`src/rtl/cc_miss_request_unit_if.sv`:
```
// Miss-request bundle: miss handshake from hit/miss logic, AXI AR channel, and
// the miss-address FIFO read port used by the data fill unit.
interface cc_miss_request_unit_if;
  logic        miss_req_i;
  logic [31:0] miss_addr_i;
  logic        miss_ready_o;
  logic        mem_arvalid_o;
  logic        mem_arready_i;
  logic [31:0] mem_araddr_o;
  logic [3:0]  mem_arlen_o;
  logic [2:0]  mem_arsize_o;
  logic [1:0]  mem_arburst_o;
  logic        miss_addr_fifo_empty_o;
  logic [31:0] miss_addr_fifo_rdata_o;
  logic        miss_addr_fifo_rden_i;

  // master: the request unit (issues AR, owns the FIFO)
  modport master (
    input  miss_req_i, miss_addr_i, mem_arready_i, miss_addr_fifo_rden_i,
    output miss_ready_o, mem_arvalid_o, mem_araddr_o, mem_arlen_o,
           mem_arsize_o, mem_arburst_o, miss_addr_fifo_empty_o,
           miss_addr_fifo_rdata_o
  );

  // slave: hit/miss logic, memory AR sink and data fill unit
  modport slave (
    output miss_req_i, miss_addr_i, mem_arready_i, miss_addr_fifo_rden_i,
    input  miss_ready_o, mem_arvalid_o, mem_araddr_o, mem_arlen_o,
           mem_arsize_o, mem_arburst_o, miss_addr_fifo_empty_o,
           miss_addr_fifo_rdata_o
  );
endinterface

```
`src/rtl/cc_miss_request_unit.sv`:
```
// Line-fill request stage: turns accepted misses into critical-word-first WRAP
// bursts on AR and queues the full miss address for the data fill unit.
//
// state    | meaning
// AR_IDLE  | no AR outstanding, AR slot free
// AR_PEND  | AR valid on the bus, address held until arready
module cc_miss_request_unit #(
  parameter int DEPTH_LG2 = 2
) (
  input  logic                   clk,
  input  logic                   rst_n,
  cc_miss_request_unit_if.master bus
);
  localparam int DEPTH = 1 << DEPTH_LG2;

  typedef enum logic {
    AR_IDLE = 1'b0,
    AR_PEND = 1'b1
  } ar_state_t;

  ar_state_t             state, state_nxt;
  logic [31:0]           araddr;
  logic [DEPTH_LG2:0]    wrptr, rdptr;
  logic [31:0]           mem [DEPTH];
  logic                  empty, full, ready, accept, pop;

  assign empty  = (wrptr == rdptr);
  assign full   = (wrptr[DEPTH_LG2] != rdptr[DEPTH_LG2]) &&
                  (wrptr[DEPTH_LG2-1:0] == rdptr[DEPTH_LG2-1:0]);
  assign ready  = !full && ((state == AR_IDLE) || bus.mem_arready_i);
  assign accept = bus.miss_req_i && ready;
  assign pop    = bus.miss_addr_fifo_rden_i && !empty;

  always_ff @(posedge clk or negedge rst_n) begin
    if (!rst_n) state <= AR_IDLE;
    else        state <= state_nxt;
  end

  always_comb begin
    state_nxt = state;
    case (state)
      AR_IDLE: if (accept) state_nxt = AR_PEND;
      AR_PEND: if (bus.mem_arready_i) state_nxt = accept ? AR_PEND : AR_IDLE;
      default: state_nxt = AR_IDLE;
    endcase
  end

  always_ff @(posedge clk or negedge rst_n) begin
    if (!rst_n) begin
      araddr <= '0;
      wrptr  <= '0;
      rdptr  <= '0;
    end else begin
      if (accept) begin
        araddr <= {bus.miss_addr_i[31:3], 3'b000};
        wrptr  <= wrptr + 1'b1;
      end
      if (pop) rdptr <= rdptr + 1'b1;
    end
  end

  // Storage carries no reset; pointers alone decide what is valid.
  always_ff @(posedge clk) begin
    if (accept) mem[wrptr[DEPTH_LG2-1:0]] <= bus.miss_addr_i;
  end

  assign bus.miss_ready_o           = ready;
  assign bus.mem_arvalid_o          = (state == AR_PEND);
  assign bus.mem_araddr_o           = araddr;
  assign bus.mem_arlen_o            = 4'd7;
  assign bus.mem_arsize_o           = 3'd3;
  assign bus.mem_arburst_o          = 2'b10;
  assign bus.miss_addr_fifo_empty_o = empty;
  assign bus.miss_addr_fifo_rdata_o = mem[rdptr[DEPTH_LG2-1:0]];
endmodule

```
`src/flat_wrapper.sv`:
```
// flat-port wrapper written by rule: the top's interface ports become plain ports
module cc_miss_request_unit_flat 
#(
  parameter int DEPTH_LG2 = 2
)
  (clk, rst_n, bus_miss_req_i, bus_miss_addr_i, bus_mem_arready_i, bus_miss_addr_fifo_rden_i, bus_miss_ready_o, bus_mem_arvalid_o, bus_mem_araddr_o, bus_mem_arlen_o, bus_mem_arsize_o, bus_mem_arburst_o, bus_miss_addr_fifo_empty_o, bus_miss_addr_fifo_rdata_o);
  cc_miss_request_unit_if bus_i ();
  input  logic clk;
  input  logic rst_n;
  input wire logic [$bits(bus_i.miss_req_i)-1:0] bus_miss_req_i;
  input wire logic [$bits(bus_i.miss_addr_i)-1:0] bus_miss_addr_i;
  input wire logic [$bits(bus_i.mem_arready_i)-1:0] bus_mem_arready_i;
  input wire logic [$bits(bus_i.miss_addr_fifo_rden_i)-1:0] bus_miss_addr_fifo_rden_i;
  output wire logic [$bits(bus_i.miss_ready_o)-1:0] bus_miss_ready_o;
  output wire logic [$bits(bus_i.mem_arvalid_o)-1:0] bus_mem_arvalid_o;
  output wire logic [$bits(bus_i.mem_araddr_o)-1:0] bus_mem_araddr_o;
  output wire logic [$bits(bus_i.mem_arlen_o)-1:0] bus_mem_arlen_o;
  output wire logic [$bits(bus_i.mem_arsize_o)-1:0] bus_mem_arsize_o;
  output wire logic [$bits(bus_i.mem_arburst_o)-1:0] bus_mem_arburst_o;
  output wire logic [$bits(bus_i.miss_addr_fifo_empty_o)-1:0] bus_miss_addr_fifo_empty_o;
  output wire logic [$bits(bus_i.miss_addr_fifo_rdata_o)-1:0] bus_miss_addr_fifo_rdata_o;
  assign bus_i.miss_req_i = bus_miss_req_i;
  assign bus_i.miss_addr_i = bus_miss_addr_i;
  assign bus_i.mem_arready_i = bus_mem_arready_i;
  assign bus_i.miss_addr_fifo_rden_i = bus_miss_addr_fifo_rden_i;
  assign bus_miss_ready_o = bus_i.miss_ready_o;
  assign bus_mem_arvalid_o = bus_i.mem_arvalid_o;
  assign bus_mem_araddr_o = bus_i.mem_araddr_o;
  assign bus_mem_arlen_o = bus_i.mem_arlen_o;
  assign bus_mem_arsize_o = bus_i.mem_arsize_o;
  assign bus_mem_arburst_o = bus_i.mem_arburst_o;
  assign bus_miss_addr_fifo_empty_o = bus_i.miss_addr_fifo_empty_o;
  assign bus_miss_addr_fifo_rdata_o = bus_i.miss_addr_fifo_rdata_o;
  cc_miss_request_unit #(.DEPTH_LG2(DEPTH_LG2)) u_core (.clk(clk), .rst_n(rst_n), .bus(bus_i));
endmodule
```
`config.mk`:
```
export PLATFORM = sky130hd
export DESIGN_NAME = cc_miss_request_unit_flat
export DESIGN_NICKNAME = d
export VERILOG_FILES = /design/src/rtl/cc_miss_request_unit_if.sv /design/src/rtl/cc_miss_request_unit.sv /design/src/flat_wrapper.sv
export SDC_FILE = /design/constraint.sdc
export NUM_CORES = 1
export LEC_CHECK = 0
export ABC_CLOCK_PERIOD_IN_PS = 9300
export CELL_PAD_IN_SITES_DETAIL_PLACEMENT = 1
export CELL_PAD_IN_SITES_GLOBAL_PLACEMENT = 1
export CORE_MARGIN = 8
export CORE_UTILIZATION = 49
export DETAILED_ROUTE_END_ITERATION = 7
export PLACE_DENSITY = 0.87
export SLEW_MARGIN = 20
export SYNTH_ARGS = -nofsm -noshare
export SYNTH_HDL_FRONTEND = slang
export SYNTH_SLANG_ARGS = --single-unit
```
`constraint.sdc`:
```
create_clock -name clk -period 9.3 [get_ports clk]
set_input_delay 1.86 -clock clk [delete_from_list [all_inputs] [get_ports clk]]
set_output_delay 1.86 -clock clk [all_outputs]
set_load 0.005 [all_outputs]
```
==> metrics, run 1 <==
# fillers=1,075; post-synthesis cell area=6360 µm²; RSZ-0062 raised after global routing=no; worst slew pin tran=974 ps; Tot GR Track Use=17.6%; area share of the leading cell type in the synthesized netlist=60.4%; Post-synth top flop=edfxtp_1; CTS clk-pin slew, worst paths=60 ps; PwrDens=347 nW/µm²; Avg Cell Area, Syn=22.2 µm²; CTS tree=built; sequential area share after synthesis=74.6%; max_cap viols=0; Layout Utilization=64.5%; vias per cell=5.26; post-cts resize count=0; clk sinks=164; core box area=12,700 µm²; hold_buf cts=0; fin crit period=5030 ps; DRC errors left=0; first-pass GRT wire length=21,300 µm; nets@finish=438; clk_lat worst skew=420 ps; synth warn=0; TritonCTS buffer count=17; clk_skew=7.96 ps; H-Tree Depth=4; final setup TNS=0 ps; VDD IR-drop max=211 µV; vias in the first global route=3,603; max frequency=199 MHz; initial core utilization=50.2%; dpl hpwl=8490 µm; synth top area cells=edfxtp_1 (60%), dfrtp_1 (14%), mux4_2 (11%), mux2_4 (6.8%), buf_4 (1.7%); die width=130 µm; port buffer count=100; synth cell count leaders=edfxtp_1 (128), dfrtp_1 (36), mux4_2 (32); drt total wl=13,800 µm; hold path start=u_core.bus.mem_araddr_o[26]; Final Setup Violations=0; Avg WL per Cell=23.7 µm; Required @ worst endpoint=7440 ps; Die ar.=16,900 µm²; worst reg2reg startpoint=u_core.rdptr[0]; site row count=41; CP Class=input pin to output pin; crit path DAT=3170 ps; FF-to-FF End=u_core.mem[3][19]; gpl congestion=0.781; EDFF count, synth=128; outcome=completed; fin. max-slew vios=0; Yosys cell types=28; layout cells sized above 1=24.9%; area grow syn2layout=28.5%; crit share post-route=54.1%; CP Capture Type=output pin; post-synthesis instance total=287; hold path depth=1; setup bufs post-CTS=0; Pleak=2.95 nW; R2R depth=5; Root Driver=clkbuf_16; Initial DRC Count=146; grt total ovfl=0; Max Fanout on Critical Path=7; end of the worst hold path=u_core.bus.mem_araddr_o[26]; die height=130 µm; maximum root-to-sink buffer count=2; TritonRoute pass-1 iters=4; Hold Path Class=flop to flop; vias=3,056; Hold Fails Final Rpt=0; antenna cells=0; Startpoint Class=input pin; largest net degree at the start of global routing=37; Worst R2R Setup Slack=6610 ps; dominant cell type by area after synthesis=edfxtp_1; io pins=113; most frequent cell after synthesis=edfxtp_1; initial antenna violation count=0; remaining antenna violation count=0; Rel. slew slack=35.0%; Async S/R FF share, synth=22.0%; Synth Register Bits=164
[worst max path at each step]
stage	slack, ps	start	depth (start not counted)	end
2_1_floorplan	5030	bus_mem_arready_i	3	u_core.mem[3][0]
3_3_place_gp	4320	bus_mem_arready_i	4	bus_miss_ready_o
3_5_place_dp	4280	bus_mem_arready_i	4	bus_miss_ready_o
4_1_cts	4250	bus_mem_arready_i	4	bus_miss_ready_o
5_1_grt	4180	bus_mem_arready_i	4	bus_miss_ready_o
6_report	4270	bus_mem_arready_i	4	bus_miss_ready_o
[sequential cells by signal, indices dropped and copies added, names as in the netlist]
name / flops
u_core.bus.mem_araddr_o: 29
u_core.mem: 128
u_core.rdptr: 3
u_core.bus.mem_arvalid_o: 1
u_core.wrptr: 3
[critical path, cell delays in order]
cell             delay [ps]
clkdlybuf4s50_1         400
nor2b_1                 350
a21oi_1                  80
clkdlybuf4s50_1         490
[power breakdown]
part	internal [W]	switching (W)	leakage (nW)	total (W)
combinational	0.000587	0.000374	1.05	0.000961
clock	0.000508	0.000271	0.316	0.000779
sequential	0.000984	0.000116	1.58	0.00110
total	0.00208	0.000761	2.95	0.00284
[routing by layer]
layer / wire, µm / GRT usage, % / vias to the layer above
met2: 7420 / 31.8 / 88
met5: 0 / 0 / -
met4: 159 / 5.74 / 0
met1: 5420 / 19.5 / 1609
met3: 789 / 5.30 / 14
li1: - / - / 1345
[per-stage QoR]
step / area (µm²) / power (W) / hold WS [ps] / setup WS (ps) / instances
after floorplan: 6400 / 0.00158 / 486 / 5030 / 297
after global placement: 7470 / 0.00203 / 491 / 4320 / 547
after detailed placement: 7500 / 0.00209 / 497 / 4280 / 548
after CTS: 8150 / 0.00288 / 517 / 4250 / 580
after global routing: 8170 / 0.00297 / 535 / 4180 / 581
final: 8170 / 0.00284 / 514 / 4270 / 581
[cell families after synthesis]
group | after synthesis | synth area share (%)
flops | 164 | 74.6
mux | 63 | 18.5
buf+inv | 26 | 2.77
simple gates | 11 | 0.905
compound gates | 8 | 1.00
xor+xnor | 8 | 1.10
fa+ha+maj | 5 | 0.983
other cells | 2 | 0.118
[cell type report]
cell class / count / area [µm²] / share of cell area, %
clock buffer: 21 / 450 / 5.51
clock inverter: 11 / 205 / 2.51
inverter: 3 / 11.3 / 0.138
multi-input combinational: 107 / 1490 / 18.3
sequential: 164 / 4750 / 58.1
tap: 172 / 215 / 2.63
timing repair buffer: 103 / 1050 / 12.9
[placed cells by master (no fill, tap or decap), types with 5 or more instances in the layout]
master / instances
clkbuf_16: 17
mux2_4: 29
conb_1: 12
clkdlybuf4s50_1: 99
edfxtp_1: 128
dfrtp_1: 34
mux4_2: 32
bufinv_16: 6
xnor2_1: 5
ha_1: 5
Power figures use the tool's default switching activity.
==> run 2, diff against run 1 <==
Settings changed: ABC_CLOCK_PERIOD_IN_PS 9300 to 5100, CORE_UTILIZATION 49 to 45, PLACE_DENSITY 0.87 to 0.81.
Clock period 9.3 ns to 5.1 ns, I/O delays scaled along.
==> metrics, run 2 (synthesis gave the netlist of run 1 again) <==
layout cells sized above 1=25.9% (+0.91 points); Initial DRC Count=146 (unchanged); crit share post-route=73.1%; max_cap viols=0 (unchanged); hold path start=u_core.bus.mem_araddr_o[11]; fin crit period=3730 ps; dpl hpwl=8410 µm (-0.93%); # fillers=1,177 (+9.5%); final setup TNS=0 ps (unchanged); port buffer count=100 (unchanged); TritonCTS buffer count=17 (unchanged); DRC errors left=0 (unchanged); antenna cells=0 (unchanged); first-pass GRT wire length=20,800 µm (-2.1%); largest net degree at the start of global routing=37 (unchanged); Hold Path Class=flop to flop; clk_skew=8.81 ps (+0.853 ps); nets@finish=439 (+0.23%); clk sinks=164 (unchanged); worst reg2reg startpoint=u_core.rdptr[0]; DP Cell Count=558 (+1.8%); commonest non-fill, non-tap cells in the layout=edfxtp_1 (128), clkdlybuf4s50_1 (99), dfrtp_1 (34); fin cells=590 (+1.5%); VDD IR-drop max=359 µV (+71%); Max Fanout on Critical Path=36 (+29); most common cell after layout, fill and taps aside=edfxtp_1; Worst R2R Setup Slack=2000 ps (-4610 ps); initial antenna violation count=0 (unchanged); Tot GR Track Use=15.5% (-2.1 points); post-cts resize count=0 (unchanged); max frequency=268 MHz; end of the worst hold path=u_core.bus.mem_araddr_o[11]; vias per cell=5.20 (-1.1%); remaining antenna violation count=0 (unchanged); maximum root-to-sink buffer count=2 (unchanged); hold_buf cts=0 (unchanged); H-Tree Depth=4 (unchanged); TritonRoute pass-1 iters=4 (unchanged); FF-to-FF End=u_core.bus.mem_araddr_o[27]; CP max stage cell=dfrtp_2; setup bufs post-CTS=0 (unchanged); Startpoint Class=flop; die width=135 µm (+3.8%); grt total ovfl=0 (unchanged); CP Class=flop to output pin; CP Capture Type=output pin; PwrDens=618 nW/µm² (+78%); R2R depth=5 (unchanged); worst slew pin tran=957 ps (-17.5 ps); CTS tree=built; max reg flops=128 (unchanged); vias in the first global route=3,539 (-1.8%); fin. max-slew vios=0 (unchanged); site row count=43 (+4.9%); Required @ worst endpoint=4080 ps (-3360 ps); Pleak=2.90 nW (-1.5%); Final Worst Setup Slack=1370 ps (-2890 ps); drt total wl=13,500 µm (-2.0%); area grow syn2layout=27.2%; Rel. slew slack=36.2% (+1.2 points); hold path depth=1 (unchanged); slowest cell delay on critical path=1000 ps (+510 ps); Layout Utilization=58.5% (-6.0 points); RSZ-0062 raised after global routing=no; initial core utilization=46.0% (-4.2 points); CTS clk-pin slew, worst paths=60 ps (about the same); Final Setup Violations=0 (unchanged); Die ar.=18,200 µm² (+7.8%); vias=3,069 (+0.43%); Setup WS pre-CTS=1650 ps (-2620 ps); core box area=13,800 µm² (+9.1%); gpl congestion=0.719 (-7.9%); clk_lat worst skew=410 ps (about the same); die height=135 µm (+3.8%); io pins=113 (unchanged); Avg WL per Cell=22.9 µm (-3.5%); crit path DAT=2710 ps (-460 ps); outcome=completed; critical-path cell list=xor2_1 > nor2_1 > a21oi_1 > clkdlybuf4s50_1; Root Driver=clkbuf_16; Hold Fails Final Rpt=0 (unchanged)
## run 2: cell count changes in the layout (fill, tap and decap cells not counted), moves of 2 or more
cell / delta
clkinvlp_4: +3
clkinv_2: +2
bufinv_16: -3
clkinv_1: -2
buf_4: +3
## run 2: routing by layer
metal	part of all wire, %	track usage, %	routed length, µm	up-vias
met5	0	0	0	-
met4	0.77	4.74	104	0
met3	5.8	5.53	790	8
met2	52	25.9	6970	93
met1	42	18.3	5650	1624
li1	-	-	-	1344
## run 2: worst max-delay path, delay by kind of cell, from the launching register on
kind | cells | cell delay [ps]
flops | 1 | 1000
xor+xnor | 1 | 380
buf+inv | 1 | 530
compound gates | 1 | 210
simple gates | 1 | 180
## run 2: metrics by stage
stage / area, µm² / total power, W / hold slack (ps)
2_1_floorplan: 6400 / 0.00288 / 486
3_3_place_gp: 7500 / 0.00371 / 494
3_5_place_dp: 7500 / 0.00380 / 495
4_1_cts: 8090 / 0.00509 / 514
5_1_grt: 8090 / 0.00525 / 526
6_report: 8090 / 0.00500 / 510
## run 2: report_power, final
part | internal, W | switching, W
sequential | 0.00179 | 0.000258
clock | 0.000768 | 0.000498
combinational | 0.00106 | 0.000627
## run 2: worst max-delay path by stage
stage	endpoint	cells past startpoint	start	slack (ps)
2_1_floorplan	u_core.mem[3][0]	3	bus_mem_arready_i	1670
3_3_place_gp	bus_miss_ready_o	4	bus_mem_arready_i	1790
3_5_place_dp	u_core.bus.mem_araddr_o[27]	5	bus_mem_arready_i	1650
4_1_cts	bus_miss_ready_o	4	u_core.rdptr[1]	1330
5_1_grt	bus_miss_addr_fifo_rdata_o[8]	3	u_core.rdptr[0]	1220
6_report	bus_miss_ready_o	4	u_core.rdptr[1]	1370
## run 2: cell type report
class	count	area, µm²	area share [%]
Clock buffer	19	433	5.35
Clock inverter	13	158	1.95
Inverter	3	11.3	0.139
Timing Repair Buffer	104	1030	12.7
Tap cell	180	225	2.78
Sequential cell	164	4750	58.7
Multi-Input combinational cell	107	1490	18.4
==> run 3, diff against run 2 <==
Settings changed: ABC_CLOCK_PERIOD_IN_PS 5100 to 3300, CORE_UTILIZATION 45 to 41, PLACE_DENSITY 0.81 to 0.78.
Clock period 5.1 ns to 3.3 ns, I/O delays scaled along.
==> metrics, run 3 (synthesis gave the netlist of run 1 again) <==
Max Fanout on Critical Path=23 (-36%); CP max stage cell=dfrtp_2; max frequency=329 MHz; port buffer count=100 (unchanged); grt total ovfl=0 (unchanged); fin. max-slew vios=0 (unchanged); CTS tree=built; crit-path leading delay family=flip-flops; Register Area=4750 µm² (unchanged); drt total wl=13,500 µm (-0.10%); CP Class=flop to output pin; vias per cell=5.09 (-2.1%); H-Tree Depth=4 (unchanged); Pleak=2.97 nW (+2.3%); Root Driver=clkbuf_16; clk sinks=164 (unchanged); die height=141 µm (+4.2%); antenna cells=0 (unchanged); DRC errors left=0 (unchanged); maximum root-to-sink buffer count=2 (unchanged); initial core utilization=41.8% (-4.2 points); Tot GR Track Use=14.5% (-0.99 points); dpl hpwl=8630 µm (+2.7%); vias in the first global route=3,611 (+2.0%); hold_buf cts=0 (unchanged); largest net degree at the start of global routing=37 (unchanged); fin crit period=3040 ps; core box area=15,200 µm² (+9.9%); critical-path cell list=xor2_1 > nor2_1 > a21oi_1 > clkdlybuf4s50_1; vias=3,065 (-0.13%); WP buf/inv=1 (unchanged); VDD IR-drop max=497 µV (+38%); area used by multi-input combinational logic=1490 µm² (unchanged); crit path DAT=2380 ps (-330 ps); final setup TNS=0 ps (unchanged); outcome=completed; Required @ worst endpoint=2640 ps (-1440 ps); max_cap viols=0 (unchanged); # fillers=1,361 (+16%); Rel. slew slack=56.0% (+20 points); CTS clk-pin slew, worst paths=60 ps (about the same); Startpoint Class=flop; layout cells sized above 1=26.3% (+0.47 points); io pins=113 (unchanged); setup bufs post-CTS=0 (unchanged); clk_skew=11.4 ps (+2.59 ps); clk_lat worst skew=420 ps (about the same); gpl congestion=0.752 (+4.5%); Avg WL per Cell=22.4 µm (-2.1%); PwrDens=957 nW/µm² (+55%); TritonCTS buffer count=17 (unchanged); Hold Path Class=input pin to async pin; post-cts resize count=0 (unchanged); nets@finish=443 (+0.91%); area grow syn2layout=29.5%; Initial DRC Count=141 (-3.4%); crit share post-route=92.1%; TritonRoute pass-1 iters=4 (unchanged); Final Setup Violations=0 (unchanged); initial antenna violation count=0 (unchanged); Die ar.=19,800 µm² (+8.6%); most common cell after layout, fill and taps aside=edfxtp_1; Hold Fails Final Rpt=0 (unchanged); CP Capture Type=output pin; first-pass GRT wire length=21,000 µm (+0.96%); commonest non-fill, non-tap cells in the layout=edfxtp_1 (128), clkdlybuf4s50_1 (99), dfrtp_1 (34); site row count=45 (+4.7%); worst slew pin tran=658 ps (-299 ps); remaining antenna violation count=0 (unchanged); RSZ-0062 raised after global routing=no; max reg flops=128 (unchanged); slowest cell delay on critical path=740 ps (-260 ps); worst hold slack=223 ps (-286 ps); die width=141 µm (+4.2%)
[run 3: cell types whose count changed in the layout (fill, tap and decap cells not counted), sizes merged]
cell | before | now
inv | 4 | 3
bufinv | 3 | 4
buf | 5 | 9
clkinv | 5 | 4
clkbuf | 19 | 22
clkinvlp | 4 | 2
[run 3: per-stage QoR]
stage	area (µm²)	total power, W	utilization [%]	setup WS (ps)	std cells
after CTS	8240	0.00803	54.2	233	602
after global routing	8240	0.00828	54.2	101	602
after floorplan	6400	0.00445	-	228	297
after global placement	7620	0.00583	50.1	708	570
after detailed placement	7620	0.00594	50.1	651	570
final	8240	0.00789	54.2	262	602
[run 3: cell type report]
type	count	share of cell area [%]
Timing Repair Buffer	108	13.8
Sequential cell	164	57.6
Multi-Input combinational cell	107	18.1
Clock buffer	22	5.63
Clock inverter	10	1.88
Inverter	3	0.137
Tap cell	188	2.85
[run 3: worst register-to-register path: stages (launching register included)]
cell,delay (ps)
dfrtp_2,740
xnor2_1,230
nand3_1,170
and3_2,550
buf_12,240
[run 3: where the power goes]
group	leakage (nW)	internal, W	switching [W]
registers	1.58	0.00277	0.000314
logic	1.09	0.00172	0.00103
clock network	0.300	0.00130	0.000756
total	2.97	0.00579	0.00210
[run 3: routing by layer]
layer | track usage [%] | part of all wire (%)
met2 | 24.3 | 52
met1 | 16.6 | 41
met5 | 0 | 0
met3 | 5.40 | 6.3
met4 | 5.20 | 1.2
[run 3: path summary, 6_finish.rpt]
check | slack [ps] | endpoint | cells after the start | from
max | 260 | bus_miss_ready_o | 4 | u_core.rdptr[1]
min in group clk | 510 | u_core.bus.mem_araddr_o[15] | 1 | u_core.bus.mem_araddr_o[15]
min reg2reg | 510 | u_core.bus.mem_araddr_o[15] | 1 | u_core.bus.mem_araddr_o[15]
min | 220 | u_core.bus.mem_araddr_o[23] | 1 | rst_n
max reg2reg | 1060 | u_core.mem[0][31] | 4 | u_core.rdptr[1]
max in group asynchronous | 2670 | u_core.rdptr[0] | 1 | rst_n
